**src/rtl/ro_puf_pkg.sv**
```systemverilog
// Shared types and constants for the ring-oscillator PUF response sequencer.
package ro_puf_pkg;
    localparam int COUNT_W            = 32;
    localparam int DEF_N_PAIRS        = 8;
    localparam int DEF_WINDOW_CYCLES  = 1000;
    localparam int DEF_TIMEOUT_MARGIN = 8;

    typedef enum logic [2:0] {
        ST_IDLE    = 3'd0,
        ST_START_A = 3'd1,
        ST_WAIT_A  = 3'd2,
        ST_START_B = 3'd3,
        ST_WAIT_B  = 3'd4,
        ST_COMPARE = 3'd5,
        ST_DONE    = 3'd6
    } state_e;
endpackage

```
**src/rtl/ro_puf_sequencer_if.sv**
```systemverilog
// Host and RO-counter signals of the PUF sequencer; master is the sequencer side.
interface ro_puf_sequencer_if
    import ro_puf_pkg::*;
#(
    parameter int N_PAIRS = DEF_N_PAIRS
);
    localparam int SEL_W = $clog2(2 * N_PAIRS);

    // start_in is a level request sampled only in IDLE; cnt_start/cnt_done and
    // resp_valid are single-cycle pulses with no back-pressure.
    logic               start_in;
    logic               busy;
    logic [SEL_W-1:0]   ro_sel;
    logic               cnt_start;
    logic [COUNT_W-1:0] window_cycles;
    logic               cnt_done;
    logic [COUNT_W-1:0] cnt_count;
    logic [N_PAIRS-1:0] response;
    logic [N_PAIRS-1:0] tie_mask;
    logic               resp_valid;
    logic               err;
    logic [2:0]         state;

    modport master (
        input  start_in, cnt_done, cnt_count,
        output busy, ro_sel, cnt_start, window_cycles, response, tie_mask,
               resp_valid, err, state
    );

    modport slave (
        output start_in, cnt_done, cnt_count,
        input  busy, ro_sel, cnt_start, window_cycles, response, tie_mask,
               resp_valid, err, state
    );
endinterface

```
**src/rtl/ro_puf_sequencer.sv**
```systemverilog
// Walks every RO pair through the shared counter (A then B), builds the
// response and tie mask, and aborts with a sticky error if a window never ends.
module ro_puf_sequencer
    import ro_puf_pkg::*;
#(
    parameter int N_PAIRS        = DEF_N_PAIRS,
    parameter int WINDOW_CYCLES  = DEF_WINDOW_CYCLES,
    parameter int TIMEOUT_MARGIN = DEF_TIMEOUT_MARGIN
) (
    input  logic               clk_ref,
    input  logic               rst,
    ro_puf_sequencer_if.master bus
);
    localparam int SEL_W  = $clog2(2 * N_PAIRS);
    localparam int PAIR_W = (N_PAIRS > 1) ? $clog2(N_PAIRS) : 1;

    localparam logic [2:0] IDLE    = ST_IDLE;
    localparam logic [2:0] START_A = ST_START_A;
    localparam logic [2:0] WAIT_A  = ST_WAIT_A;
    localparam logic [2:0] START_B = ST_START_B;
    localparam logic [2:0] WAIT_B  = ST_WAIT_B;
    localparam logic [2:0] COMPARE = ST_COMPARE;
    localparam logic [2:0] DONE    = ST_DONE;

    localparam logic [COUNT_W-1:0] WDOG_LAST = COUNT_W'(WINDOW_CYCLES + TIMEOUT_MARGIN - 1);
    localparam logic [PAIR_W-1:0]  PAIR_LAST = PAIR_W'(N_PAIRS - 1);

    logic [2:0]         state;
    logic [PAIR_W-1:0]  pair;
    logic [PAIR_W-1:0]  pair_nxt;
    logic [SEL_W-1:0]   ro_sel;
    logic [COUNT_W-1:0] count_a;
    logic [COUNT_W-1:0] count_b;
    logic [COUNT_W-1:0] wdog;
    logic [N_PAIRS-1:0] response;
    logic [N_PAIRS-1:0] tie_mask;
    logic               err;

    assign pair_nxt = pair + PAIR_W'(1);

    // ro_sel is registered so it only moves on the edge that enters START_x.
    always_ff @(posedge clk_ref or posedge rst) begin
        if (rst) begin
            state    <= IDLE;
            pair     <= '0;
            ro_sel   <= '0;
            count_a  <= '0;
            count_b  <= '0;
            wdog     <= '0;
            response <= '0;
            tie_mask <= '0;
            err      <= 1'b0;
        end else begin
            case (state)
                IDLE: begin
                    if (bus.start_in) begin
                        pair     <= '0;
                        ro_sel   <= '0;
                        response <= '0;
                        tie_mask <= '0;
                        err      <= 1'b0;
                        state    <= START_A;
                    end
                end
                START_A: begin
                    wdog  <= '0;
                    state <= WAIT_A;
                end
                WAIT_A: begin
                    if (bus.cnt_done) begin
                        count_a <= bus.cnt_count;
                        ro_sel  <= SEL_W'({pair, 1'b1});
                        state   <= START_B;
                    end else if (wdog == WDOG_LAST) begin
                        err   <= 1'b1;
                        state <= IDLE;
                    end else begin
                        wdog <= wdog + COUNT_W'(1);
                    end
                end
                START_B: begin
                    wdog  <= '0;
                    state <= WAIT_B;
                end
                WAIT_B: begin
                    if (bus.cnt_done) begin
                        count_b <= bus.cnt_count;
                        state   <= COMPARE;
                    end else if (wdog == WDOG_LAST) begin
                        err   <= 1'b1;
                        state <= IDLE;
                    end else begin
                        wdog <= wdog + COUNT_W'(1);
                    end
                end
                COMPARE: begin
                    response[pair] <= (count_a > count_b);
                    tie_mask[pair] <= (count_a == count_b);
                    if (pair == PAIR_LAST) begin
                        state <= DONE;
                    end else begin
                        pair   <= pair_nxt;
                        ro_sel <= SEL_W'({pair_nxt, 1'b0});
                        state  <= START_A;
                    end
                end
                DONE:    state <= IDLE;
                default: state <= IDLE;
            endcase
        end
    end

    assign bus.busy          = (state != IDLE);
    assign bus.cnt_start     = (state == START_A) || (state == START_B);
    assign bus.resp_valid    = (state == DONE);
    assign bus.ro_sel        = ro_sel;
    assign bus.window_cycles = COUNT_W'(WINDOW_CYCLES);
    assign bus.response      = response;
    assign bus.tie_mask      = tie_mask;
    assign bus.err           = err;
    assign bus.state         = state;
endmodule

```
**src/flat_wrapper.sv**
```systemverilog
// flat-port wrapper written by rule: the top's interface ports become plain ports
module ro_puf_sequencer_flat import ro_puf_pkg::*;
#(
    parameter int N_PAIRS        = DEF_N_PAIRS,
    parameter int WINDOW_CYCLES  = DEF_WINDOW_CYCLES,
    parameter int TIMEOUT_MARGIN = DEF_TIMEOUT_MARGIN
)
  (clk_ref, rst, bus_start_in, bus_cnt_done, bus_cnt_count, bus_busy, bus_ro_sel, bus_cnt_start, bus_window_cycles, bus_response, bus_tie_mask, bus_resp_valid, bus_err, bus_state);
  ro_puf_sequencer_if #(.N_PAIRS(N_PAIRS)) bus_i ();
  input  logic clk_ref;
  input  logic rst;
  input wire logic [$bits(bus_i.start_in)-1:0] bus_start_in;
  input wire logic [$bits(bus_i.cnt_done)-1:0] bus_cnt_done;
  input wire logic [$bits(bus_i.cnt_count)-1:0] bus_cnt_count;
  output wire logic [$bits(bus_i.busy)-1:0] bus_busy;
  output wire logic [$bits(bus_i.ro_sel)-1:0] bus_ro_sel;
  output wire logic [$bits(bus_i.cnt_start)-1:0] bus_cnt_start;
  output wire logic [$bits(bus_i.window_cycles)-1:0] bus_window_cycles;
  output wire logic [$bits(bus_i.response)-1:0] bus_response;
  output wire logic [$bits(bus_i.tie_mask)-1:0] bus_tie_mask;
  output wire logic [$bits(bus_i.resp_valid)-1:0] bus_resp_valid;
  output wire logic [$bits(bus_i.err)-1:0] bus_err;
  output wire logic [$bits(bus_i.state)-1:0] bus_state;
  assign bus_i.start_in = bus_start_in;
  assign bus_i.cnt_done = bus_cnt_done;
  assign bus_i.cnt_count = bus_cnt_count;
  assign bus_busy = bus_i.busy;
  assign bus_ro_sel = bus_i.ro_sel;
  assign bus_cnt_start = bus_i.cnt_start;
  assign bus_window_cycles = bus_i.window_cycles;
  assign bus_response = bus_i.response;
  assign bus_tie_mask = bus_i.tie_mask;
  assign bus_resp_valid = bus_i.resp_valid;
  assign bus_err = bus_i.err;
  assign bus_state = bus_i.state;
  ro_puf_sequencer #(.N_PAIRS(N_PAIRS), .WINDOW_CYCLES(WINDOW_CYCLES), .TIMEOUT_MARGIN(TIMEOUT_MARGIN)) u_core (.clk_ref(clk_ref), .rst(rst), .bus(bus_i));
endmodule
```
**config.mk**
```make
export PLATFORM = sky130hd
export DESIGN_NAME = ro_puf_sequencer_flat
export DESIGN_NICKNAME = d
export VERILOG_FILES = /design/src/rtl/ro_puf_pkg.sv /design/src/rtl/ro_puf_sequencer_if.sv /design/src/rtl/ro_puf_sequencer.sv /design/src/flat_wrapper.sv
export SDC_FILE = /design/constraint.sdc
export NUM_CORES = 1
export LEC_CHECK = 0
export ABC_AREA = 1
export CORE_ASPECT_RATIO = 0.9
export CORE_MARGIN = 2
export CORE_UTILIZATION = 50
export CTS_CLUSTER_SIZE = 8
export DETAILED_ROUTE_END_ITERATION = 6
export PLACE_DENSITY = 0.81
export SLEW_MARGIN = 15
export SYNTH_ARGS = -nofsm -noshare
export SYNTH_HDL_FRONTEND = slang
export SYNTH_SLANG_ARGS = --single-unit
export TNS_END_PERCENT = 1
```
**constraint.sdc**
```tcl
create_clock -name clk_ref -period 5.6 [get_ports clk_ref]
set_input_delay 1.12 -clock clk_ref [delete_from_list [all_inputs] [get_ports clk_ref]]
set_output_delay 1.12 -clock clk_ref [all_outputs]
set_load 0.05 [all_outputs]
```
# [Word-level counts from Yosys, hierarchy flattened]
# Cells that the tools add are included.
[op_classes] reduce_logical=17 n_eq_ne=15 addsub=2 mux=27 magnitude_cmp=3
[op_table] operator="2-to-1 mux 32 bit" count=2
[op_table] operator="one-hot mux 32 bit (2 select lines)" count=1
[op_table] operator="adder 32 x 1 -> 32 bit, second input constant" count=1
[op_table] operator="equality test 32 x 10 -> 1 bit, second input constant" count=1
[op_table] operator="equality test 32 bit" count=1
[op_table] operator="greater-than comparator 32 bit" count=1
[op_table] operator="one-hot mux 8 bit (2 select lines)" count=2
[op_table] operator="2-to-1 mux 3 bit" count=7
[op_table] operator="one-hot mux 3 bit (6 select lines)" count=1
[op_table] operator="bitwise mux 8 bit" count=2
[op_table] operator="equality test 3 bit, second input constant" count=4
[op_table] operator="2-to-1 mux 4 bit" count=3
[op_table] operator="one-hot mux 4 bit (3 select lines)" count=1
[op_table] operator="!= test 2 bit, second input constant" count=5
[op_table] operator="2-to-1 mux 8 bit" count=1
[op_table] operator="AND reduction 4 bit" count=2
[op_table] operator="equality test 3 x 2 -> 1 bit, second input constant" count=2
[op_table] operator="one-hot mux 3 bit (2 select lines)" count=1
[op_table] operator="AND reduction 2 bit" count=3
[op_table] operator="AND reduction 3 bit" count=2
[op_table] operator="nonzero test 2 bit" count=3
[op_table] operator="nonzero test 3 bit" count=2
[op_table] operator="less-than comparator 3 x 4 -> 1 bit, second input constant" count=1
[op_table] operator="2-to-1 mux 1 bit" count=4
[op_table] operator="other kinds (10)" count=11
[word_totals] inputBits=36 regBits=123

# [Depth between registers and ports, before layout]
# Gate-level depths: netlist (run 1).
[logic_depth] depth_word=6 mapped_depth=15 depth_no_buf=15

# [Worst setup path before layout (run 1)]
# OpenSTA, ideal clock, no wires.
[synth_path] kind="reg-to-output" start="register u_core.state[1], in the netlist u_core.bus.state[1]" end="output port bus_resp_valid" n_path_buf=0 required_time_ns=4.480 arrival_time_ns=1.966 path_slack_ns=2.514 stages_incl_launch_ff=3 cell_sequence="dfrtp_1 > inv_2 > nor3_1"
[synth_between] elab_chain_cells=1
[synth_lines] element="start: declaration" line="ro_puf_sequencer.sv:28" rtl="logic [2:0] state;"
[synth_lines] element="start signal: assignment" line="ro_puf_sequencer.sv:44" rtl="state <= IDLE;"
[synth_lines] element="start signal: assignment" line="ro_puf_sequencer.sv:62" rtl="state <= START_A;"
[synth_lines] element="start signal: assignment" line="ro_puf_sequencer.sv:67" rtl="state <= WAIT_A;"
[synth_lines] element="equality test 3 bit" line="ro_puf_sequencer.sv:115" rtl="assign bus.resp_valid = (state == DONE);"
[synth_lines] element="end: declaration" line="flat_wrapper.sv:21" rtl="output wire logic [$bits(bus_i.resp_valid)-1:0] bus_resp_valid;"
# No other way between the ends.

# [Final worst setup path (run 1)]
[layout_path] start="input port bus_cnt_done" end="register u_core.wdog[31]"
[layout_between] elab_chain_cells=2
[layout_lines] element="start: declaration" line="flat_wrapper.sv:13" rtl="input wire logic [$bits(bus_i.cnt_done)-1:0] bus_cnt_done;"
[layout_lines] element="!= test 2 bit (no source line)"
[layout_lines] element="AND reduction 3 bit (no source line)"
[layout_lines] element="end signal: assignment" line="ro_puf_sequencer.sv:78" rtl="wdog <= wdog + COUNT_W'(1);"
[layout_lines] element="end signal: assignment" line="ro_puf_sequencer.sv:93" rtl="wdog <= wdog + COUNT_W'(1);"
[layout_lines] element="end: declaration" line="ro_puf_sequencer.sv:34" rtl="logic [COUNT_W-1:0] wdog;"
# No other way between the ends.
# A chain may end at the register's enable or synchronous reset.

==> impl_results.md, run 1 <==
- Outcome: finished, final reports clean
- CP endpoint kind: flop
- Die footprint: 15080 µm²
- Yosys warnings: 0
- CTS Hold Bufs: 0
- Clock sink total: 123
- Routed wire length: 15790 µm
- Clock latency on the worst-skew pair: 0.42 ns
- Final worst path period share: 0.5898
- Combinational group share of total power: 0.378
- Die width: 129.2 µm
- H-tree level count: 4
- Reg clk slew, reported paths: 0.06 ns
- Final #Nets: 1050
- Design area: 8277 µm²
- Mapped cell area: 7057 µm²
- Clock network power share: 0.288
- Synth Register Bits: 123
- NetSw: 1.546 mW
- Area Overhead vs Synth: 17.29%
- I/O Pins: 95
- Cells after Synth: 920
- Hold EP: u_core.count_b[12]
- Initial antenna violation count: 0
- Reg2reg path depth: 9
- 1st-iter DRT viols: 455
- CTS tree: done
- Number of max-cap violations: 0
- Peak VDD IR: 0.2938 mV
- Starting Density: 0.5076
- Port-buffer cells: 62
- Post-CTS sizing: 0
- Commonest non-fill, non-tap cell in the layout: nand2_1
- Sequential share of the synthesized area: 0.4362
- Power density cells: 463.9 nW/µm²
- CTS max path bufs: 2
- Worst EP arrival: 3.57 ns
- Crit Path Max Fanout: 64
- Average instance area after synthesis: 7.670 µm²
- Hold depth: 2
- Post-CTS Setup Repair Bufs: 0
- Final setup margin: 2.297 ns
- Global-route wire length before repair: 26680 µm
- Fin. max-slew vios: 0
- Commonest cells after routing, fill and taps aside: 253 x nand2_1, 123 x dfrtp_1, 112 x inv_1
- Max Freq: 0.3028 GHz
- Wire length per cell: 13.32 µm
- Pre-antenna DRT Iters: 5
- Clk_skew: 0.01341 ns
- Placement Cell Area: 7679 µm²
- Vias in the first global route: 5615
- Via count: 5996
- Clk root buf: clkbuf_16
- Final Hold Viols: 0
- Seq pwr share: 0.334
- Synth unique cells: 34
- RR Startpoint: u_core.bus.state[0]
- Chip height: 116.7 µm
- Drt drc: 0
- P_leak: 3.932 nW
- Total CTS buffers: 17
- RSZ-0062 raised after global routing: false
- Core Util, Final: 0.5954
- Pre-CTS WS: 1.866 ns
- CP required: 5.87 ns
- Hold WS: 0.4842 ns
- Post-DP HPWL: 10840 µm
- Setup violations, final: 0
- Int Pwr: 2.294 mW
- Core footprint: 13900 µm²
- N_diodes: 0
- Num rows: 41
- Worst hold path class: reg2reg
- CP Launch Type: primary input
- Post-DRT Antenna Nets: 0
- Slew HR: 0.3203
- Critical path class: in2reg
- HP Start: u_core.count_b[12]
- Least-Margin Pin Slew: 1.016 ns
- Avg Vias per Cell: 5.060
- Setup TNS: 0 ns
- Period minus WS final: 3.303 ns
- Total Routing Usage GR: 0.2238
- R2r setup slk: 2.81 ns
- GPL Wtd Cong: 0.9821
- Largest net degree at the start of global routing: 74
- Total congestion overflow: 0
- Worst R2R End: u_core.wdog[31]
- Share of layout cells above drive strength 1: 0.07460
- Sw frac: 0.4027
logic make-up (layout without fill, tap and decap cells):
group / count (synthesis) / after routing / share of synthesized area
buffers and inverters: 179 / 221 / 0.1199
other: 2 / 32 / 0.001064
flip-flops: 123 / 123 / 0.4362
AND/OR/NAND/NOR: 438 / 438 / 0.2654
adder cells (fa/ha/maj): 35 / 35 / 0.06206
AO/OA/AOI/OAI: 131 / 131 / 0.09663
multiplexers: 11 / 11 / 0.01755
XOR/XNOR: 1 / 1 / 0.001241
power groups by stage:
stage | clock network, mW | registers (mW) | logic (mW)
floorplan | 0 | 1.34 | 1.11
global placement | 0 | 1.28 | 1.37
detailed placement | 0 | 1.29 | 1.42
CTS | 1.11 | 1.28 | 1.46
global route | 1.17 | 1.31 | 1.66
finish | 1.11 | 1.28 | 1.45
state kept, by name, summed over array words and instances, names as in the netlist:
name and cells:
u_core.wdog 32, u_core.count_b 32, u_core.bus.state 3, u_core.bus.ro_sel 4, u_core.bus.tie_mask 8, u_core.bus.err 1, u_core.count_a 32, u_core.pair 3
u_core.bus.response 8
stage by stage:
stage,std cells,total power [mW]
6_report,1185,3.840
5_1_grt,1185,4.142
4_1_cts,1185,3.855
3_5_place_dp,1153,2.708
3_3_place_gp,1153,2.649
2_1_floorplan,950,2.442
cell usage after synthesis:
library cell	count	area (µm²)
nand3b_1	1	7.510
xor2_1	1	8.760
nor2_2	3	18.77
buf_4	32	240.2
or2_0	1	6.260
or2_2	5	31.28
o21ai_0	70	350.3
nor3_4	2	32.53
ha_1	35	437.9
inv_2	11	41.29
o21a_1	2	15.01
nor2_1	67	251.5
nand2_1	254	953.4
a21o_1	2	15.01
o211ai_1	3	22.52
mux2_2	11	123.9
dfrtp_1	123	3078
inv_1	113	424.2
nand2_4	1	11.26
nand3_4	1	17.52
o2111ai_1	1	8.760
buf_2	7	35.03
nand3_1	71	355.3
conb_1	2	7.510
clkbuf_1	10	37.54
nand2_2	1	6.260
o21ai_1	33	165.2
o31ai_1	2	15.01
buf_6	6	67.56
nor2_4	2	22.52
nor3_1	20	100.1
nor3b_1	2	15.01
a21oi_1	18	90.09
nand4_1	7	43.79
routing by layer:
| metal | track usage | vias up | share of wire |
|---|---|---|---|
| met2 | 0.3674 | 187 | 0.48 |
| met1 | 0.2993 | 2788 | 0.46 |
| met3 | 0.05634 | 18 | 0.057 |
| met4 | 0.05652 | 0 | 0.0094 |
| met5 | 0 | - | 0 |
| li1 | - | 3003 | - |
how the worst max path moves through the flow:
stage                  from               to  slack [ns]  cells after the start
2_1_floorplan           rst   u_core.bus.err        1.21                      1
3_3_place_gp   bus_cnt_done  u_core.wdog[24]        1.97                      7
3_5_place_dp   bus_cnt_done   u_core.wdog[5]        1.87                      7
4_1_cts        bus_cnt_done  u_core.wdog[31]        2.29                      7
5_1_grt        bus_cnt_done  u_core.wdog[28]        2.03                      7
6_report       bus_cnt_done  u_core.wdog[31]        2.30                      7
critical path, stage by stage:
cell and delay [ns]:
clkdlybuf4s50_1 0.49, nand2_2 0.76, nand2_1 0.26, inv_2 0.14
nand3_4 0.49, nand2_1 0.21, o21ai_1 0.09
cell type report:
type | count | area, µm²
multi-input combinational | 648 | 3248
timing repair buffer | 65 | 643.1
clock buffer | 18 | 439.2
fill | 1177 | 5625
sequential | 123 | 3078
inverter | 124 | 467.9
clock inverter | 14 | 158.9
tap | 193 | 241.5
(Power assumes the default switching activity.)
==> inputs of run 2 (changes only) <==
--- a/config.mk
+++ b/config.mk
@@ -11,7 +11,7 @@
 export CORE_UTILIZATION = 50
 export CTS_CLUSTER_SIZE = 8
 export DETAILED_ROUTE_END_ITERATION = 6
-export PLACE_DENSITY = 0.81
+export PLACE_DENSITY = 0.84
 export SLEW_MARGIN = 15
 export SYNTH_ARGS = -nofsm -noshare
 export SYNTH_HDL_FRONTEND = slang
==> constraint.sdc (replaced) <==
create_clock -name clk_ref -period 2.7 [get_ports clk_ref]
set_input_delay 0.54 -clock clk_ref [delete_from_list [all_inputs] [get_ports clk_ref]]
set_output_delay 0.54 -clock clk_ref [all_outputs]
set_load 0.05 [all_outputs]
==> run 2 against run 1 <==
Routed wire length increased by 1.7%. Critical path depth down 4. Count of clock-buffer cells in the layout shrank 1. Largest cell class unchanged. Hold slack is essentially flat. Sequential share of layout area is 0.62 points lower.
==> impl_results.md, run 2 (synthesis gave the netlist of run 1 again) <==
- Wire length per cell: 13.52 µm (+1.5%)
- Clock latency on the worst-skew pair: 0.42 ns (about the same)
- Total congestion overflow: 0 (unchanged)
- Fin. max-slew vios: 0 (unchanged)
- CTS max path bufs: 2 (unchanged)
- Share of layout cells above drive strength 1: 0.07646 (+0.001862)
- CP Launch Type: flop
- H-tree level count: 4 (unchanged)
- N_diodes: 0 (unchanged)
- Final worst path period share: 0.9749
- Total Routing Usage GR: 0.2296 (+0.005761)
- Initial antenna violation count: 0 (unchanged)
- Pre-antenna DRT Iters: 5 (unchanged)
- Starting Density: 0.5076 (unchanged)
- Post-DRT Antenna Nets: 0 (unchanged)
- Layout Cells excl Fill: 1187 (+0.17%)
- Port-buffer cells: 62 (unchanged)
- Hold depth: 2 (unchanged)
- Clock sink total: 123 (unchanged)
- RSZ-0062 raised after global routing: false
- Global-route wire length before repair: 27330 µm (+2.4%)
- Reg clk slew, reported paths: 0.06 ns (about the same)
- CP required: 2.16 ns (-3.71 ns)
- Worst EP arrival: 2.09 ns (-1.48 ns)
- Least-Margin Pin Slew: 0.6967 ns (-0.3192 ns)
- Chip height: 116.7 µm (unchanged)
- Outcome: finished, final reports clean
- Via count: 6055 (+0.98%)
- Hold WS: 0.4841 ns (-0.0001220 ns)
- Worst R2R End: u_core.wdog[20]
- CTS tree: done
- 1st-iter DRT viols: 538 (+18%)
- Post-placement cell count: 1155 (+0.17%)
- Clk_skew: 0.009625 ns (-0.003790 ns)
- Crit Path Max Fanout: 6 (-91%)
- Worst Setup SP: u_core.bus.state[1]
- Post-DP HPWL: 10970 µm (+1.2%)
- Area Overhead vs Synth: 19.27%
- Routed wire length: 16050 µm (+1.7%)
- CP endpoint kind: output port
- Power density cells: 1002 nW/µm² (+120%)
- P_leak: 4.007 nW (+1.9%)
- Number of max-cap violations: 0 (unchanged)
- Total CTS buffers: 17 (unchanged)
- Period minus WS final: 2.632 ns
- Footprint of the multi-input gates: 3248 µm² (unchanged)
- Filler cells: 1179 (+0.17%)
- Die width: 129.2 µm (unchanged)
- Setup TNS: 0 ns (unchanged)
- Slew HR: 0.5355 (+0.2152)
- Critical path class: reg2out
- Final Hold Viols: 0 (unchanged)
- Largest net degree at the start of global routing: 124 (+68%)
- Pre-CTS WS: 0.3858 ns (-1.480 ns)
- Die footprint: 15080 µm² (unchanged)
- Peak VDD IR: 0.6472 mV (+120%)
- Avg Vias per Cell: 5.101 (+0.81%)
- Setup violations, final: 0 (unchanged)
- Placement Cell Area: 7707 µm² (+0.37%)
- Design area: 8417 µm² (+1.7%)
- Worst hold path class: reg2reg
- I/O Pins: 95 (unchanged)
- Drt drc: 0 (unchanged)
- GPL Wtd Cong: 0.9258 (-5.7%)
- Core footprint: 13900 µm² (unchanged)
- Final #Nets: 1052 (+0.19%)
- HP Start: u_core.count_b[21]
- Reg area: 3078 µm² (unchanged)
- Post-CTS Setup Repair Bufs: 0 (unchanged)
- Biggest registers after layout: u_core.count_a (32), u_core.count_b (32), u_core.wdog (32)
- Vias in the first global route: 5788 (+3.1%)
- Clk root buf: clkbuf_16
- Commonest non-fill, non-tap cell in the layout: nand2_1
- Num rows: 41 (unchanged)
- RR Startpoint: u_core.wdog[0]
- Reg2reg path depth: 9 (unchanged)
- Max Freq: 0.3799 GHz
- CTS Hold Bufs: 0 (unchanged)
- R2r setup slk: 0.46 ns (-2.35 ns)
- Commonest cells after routing, fill and taps aside: 253 x nand2_1, 123 x dfrtp_1, 112 x inv_1
- Hold EP: u_core.count_b[21]
- Post-CTS sizing: 0 (unchanged)
- Final setup margin: 0.06777 ns (-2.230 ns)
## run 2: how the worst max path moves through the flow
stage | end | slack (ns) | cells past startpoint
after floorplan | bus_resp_valid | 0.19 | 2
after global placement | u_core.wdog[24] | 0.49 | 7
after detailed placement | u_core.wdog[19] | 0.39 | 6
after CTS | bus_busy | 0.04 | 5
after global routing | bus_resp_valid | 0.004 | 3
final | bus_resp_valid | 0.07 | 3
## run 2: metrics by stage
stage                     utilization  power [mW]
after floorplan                     -       5.066
after global placement         0.5544       5.513
after detailed placement       0.5544       5.636
after CTS                      0.6053       8.477
after global routing           0.6054       9.038
final                          0.6054       8.433
## run 2: area by class of cell
class | instances | share of cell area
inverters | 124 | 0.05575
multi-input cells | 648 | 0.3859
clock buffers | 17 | 0.05054
repair buffers | 67 | 0.07998
flip-flops and latches | 123 | 0.3657
clock inverters | 15 | 0.03345
well taps | 193 | 0.02869
## run 2: power breakdown
group	switching [mW]	internal, mW
clock network	0.904	1.84
registers	0.299	2.36
logic	2.02	1.00
total	3.22	5.21
## run 2: critical path, cell delays in order, from the launching register on
cell	delay [ns]
dfrtp_1	0.51
inv_2	0.10
nor3_1	0.18
clkdlybuf4s50_1	0.88
## run 2: per-layer routing
metal,GRT usage,share of wire,wire [µm],up-vias
met5,0,0,0,-
met4,0.07681,0.019,310,0
met3,0.05039,0.054,869,34
met2,0.3628,0.46,7425,170
met1,0.3159,0.46,7444,2841
li1,-,-,-,3010
==> inputs of run 3 (changes only) <==
==> constraint.sdc (replaced) <==
create_clock -name clk_ref -period 2.35 [get_ports clk_ref]
set_input_delay 0.47 -clock clk_ref [delete_from_list [all_inputs] [get_ports clk_ref]]
set_output_delay 0.47 -clock clk_ref [all_outputs]
set_load 0.05 [all_outputs]
==> run 3 against run 2 <==
Design area down 0.62%. Sequential power up 15%. Critical endpoint is now bus_state[1]. Sequential cell count unchanged. Sequential share of layout area up 0.23 points. Routed wire length down 1.1%. Highest routed layer unchanged. Largest power group unchanged.
==> impl_results.md, run 3 (synthesis gave the netlist of run 1 again) <==
- Outcome: finished, final reports clean
- Setup violations, final: 0 (unchanged)
- Biggest registers after layout: u_core.count_a (32), u_core.count_b (32), u_core.wdog (32)
- Drt drc: 0 (unchanged)
- Number of max-cap violations: 0 (unchanged)
- CTS Hold Bufs: 0 (unchanged)
- HP Start: u_core.count_b[31]
- Wire length per cell: 13.34 µm (-1.3%)
- Fin. max-slew vios: 0 (unchanged)
- GPL Wtd Cong: 0.9563 (+3.3%)
- Starting Density: 0.5076 (unchanged)
- Hold EP: u_core.count_b[31]
- Hold depth: 2 (unchanged)
- Post-CTS Setup Repair Bufs: 0 (unchanged)
- Commonest non-fill, non-tap cell in the layout: nand2_1
- Vias in the first global route: 5832 (+0.76%)
- Worst hold path class: reg2reg
- Least-Margin Pin Slew: 0.6883 ns (-0.008391 ns)
- H-tree level count: 4 (unchanged)
- Slowest stage delay, CP: 0.88 ns (about the same)
- Share of layout cells above drive strength 1: 0.08124 (+0.004785)
- RR Startpoint: u_core.wdog[0]
- I/O Pins: 95 (unchanged)
- CP cell instances: clkdlybuf4s50_1
- Commonest cells after routing, fill and taps aside: 253 x nand2_1, 123 x dfrtp_1, 112 x inv_1
- Routed wire length: 15880 µm (-1.1%)
- Power density cells: 1115 nW/µm² (+11%)
- Pre-antenna DRT Iters: 7 (+2)
- Total power: 9.326 mW (+11%)
- Total congestion overflow: 0 (unchanged)
- Chip height: 116.7 µm (unchanged)
- Pre-CTS WS: 0.3164 ns (-0.06939 ns)
- CP max stage cell: clkdlybuf4s50_1
- Max Freq: 0.4407 GHz
- Final setup margin: 0.08107 ns (+0.01330 ns)
- CTS tree: done
- N_diodes: 0 (unchanged)
- Via count: 6077 (+0.36%)
- Clk_skew: 0.008692 ns (-0.0009328 ns)
- CP top delay family: buffers and inverters
- Bufs and invs on worst path: 1 (-1)
- Post-DP HPWL: 11240 µm (+2.5%)
- Worst EP arrival: 1.80 ns (-0.29 ns)
- Worst R2R End: u_core.wdog[31]
- Peak VDD IR: 0.7998 mV (+24%)
- Clk root buf: clkbuf_16
- Total CTS buffers: 17 (unchanged)
- Die width: 129.2 µm (unchanged)
- Reg clk slew, reported paths: 0.06 ns (about the same)
- CP Launch Type: flop
- CP endpoint kind: output port
- RSZ-0062 raised after global routing: false
- Clock sink total: 123 (unchanged)
- Port-buffer cells: 62 (unchanged)
- Die footprint: 15080 µm² (unchanged)
- Total Routing Usage GR: 0.2267 (-0.002847)
- Area Overhead vs Synth: 18.53%
- Post-CTS sizing: 0 (unchanged)
- R2r setup slk: 0.32 ns (-0.14 ns)
- Post-DRT Antenna Nets: 0 (unchanged)
- Core footprint: 13900 µm² (unchanged)
- CP required: 1.88 ns (-0.28 ns)
- Slew HR: 0.5411 (+0.005594)
- Critical path class: reg2out
- Avg Vias per Cell: 5.107 (+0.11%)
- Reg2reg path depth: 10 (+1)
- Clock latency on the worst-skew pair: 0.41 ns (about the same)
- Global-route wire length before repair: 26890 µm (-1.6%)
- 1st-iter DRT viols: 489 (-9.1%)
- Largest net degree at the start of global routing: 124 (unchanged)
- CTS max path bufs: 2 (unchanged)
- Final #Nets: 1055 (+0.29%)
- Final Hold Viols: 0 (unchanged)
- Num rows: 41 (unchanged)
- P_leak: 3.983 nW (-0.60%)
- Period minus WS final: 2.269 ns
- Crit Path Max Fanout: 6 (unchanged)
- Initial antenna violation count: 0 (unchanged)
- Final worst path period share: 0.9655
[run 3: changes by cell type in the layout (fill, tap and decap cells not counted)]
cell | before | now
buf_12 | 1 | 4
buf_4 | 4 | 7
bufinv_16 | 7 | 2
clkbuf_1 | 0 | 1
clkbuf_8 | 0 | 3
clkdlybuf4s50_1 | 61 | 59
clkinv_2 | 0 | 1
clkinv_4 | 2 | 1
clkinvlp_4 | 2 | 4
dlymetal6s2s_1 | 1 | 0
inv_6 | 4 | 3
[run 3: area by class of cell]
| type | instances | area (µm²) |
|---|---|---|
| clock buffer | 21 | 470.5 |
| fill | 1203 | 5538 |
| clock inverter | 11 | 133.9 |
| inverter | 124 | 469.2 |
| tap | 193 | 241.5 |
| sequential | 123 | 3078 |
| timing repair buffer | 70 | 723.2 |
| multi-input combinational | 648 | 3248 |
[run 3: report_power, final]
part           internal, mW  switching (mW)  leakage (nW)
clock                  1.66            1.00         0.289
sequential             2.71           0.349          1.61
combinational          1.27            2.33          2.09
total                  5.65            3.68          3.98
[run 3: through the flow]
stage | instance area, µm² | std cells | util | hold slack [ns] | TNS (ns)
2_1_floorplan | 7173 | 950 | - | 0.4530 | -0.08598
3_3_place_gp | 7760 | 1158 | 0.5582 | 0.4653 | 0
3_5_place_dp | 7760 | 1158 | 0.5582 | 0.4733 | 0
4_1_cts | 8364 | 1190 | 0.6017 | 0.4874 | 0
5_1_grt | 8364 | 1190 | 0.6017 | 0.5109 | 0
6_report | 8364 | 1190 | 0.6017 | 0.4855 | 0
[run 3: how the worst max path moves through the flow]
stage	end	slack [ns]	depth (start not counted)	startpoint
3_3_place_gp	u_core.wdog[26]	0.40	8	bus_cnt_done
5_1_grt	bus_state[1]	0.02	1	u_core.bus.state[1]
3_5_place_dp	u_core.wdog[29]	0.32	8	bus_cnt_done
2_1_floorplan	bus_resp_valid	-0.09	2	u_core.bus.state[1]
6_report	bus_state[1]	0.08	1	u_core.bus.state[1]
4_1_cts	bus_state[1]	0.06	1	u_core.bus.state[1]
[run 3: layer usage]
metal / global-route usage / wire, µm / vias to the layer above / part of all wire
met3: 0.05268 / 951 / 30 / 0.060
met4: 0.07681 / 288 / 0 / 0.018
met1: 0.2995 / 7223 / 2831 / 0.45
li1: - / - / 3026 / -
met5: 0 / 0 / - / 0
met2: 0.3705 / 7417 / 190 / 0.47
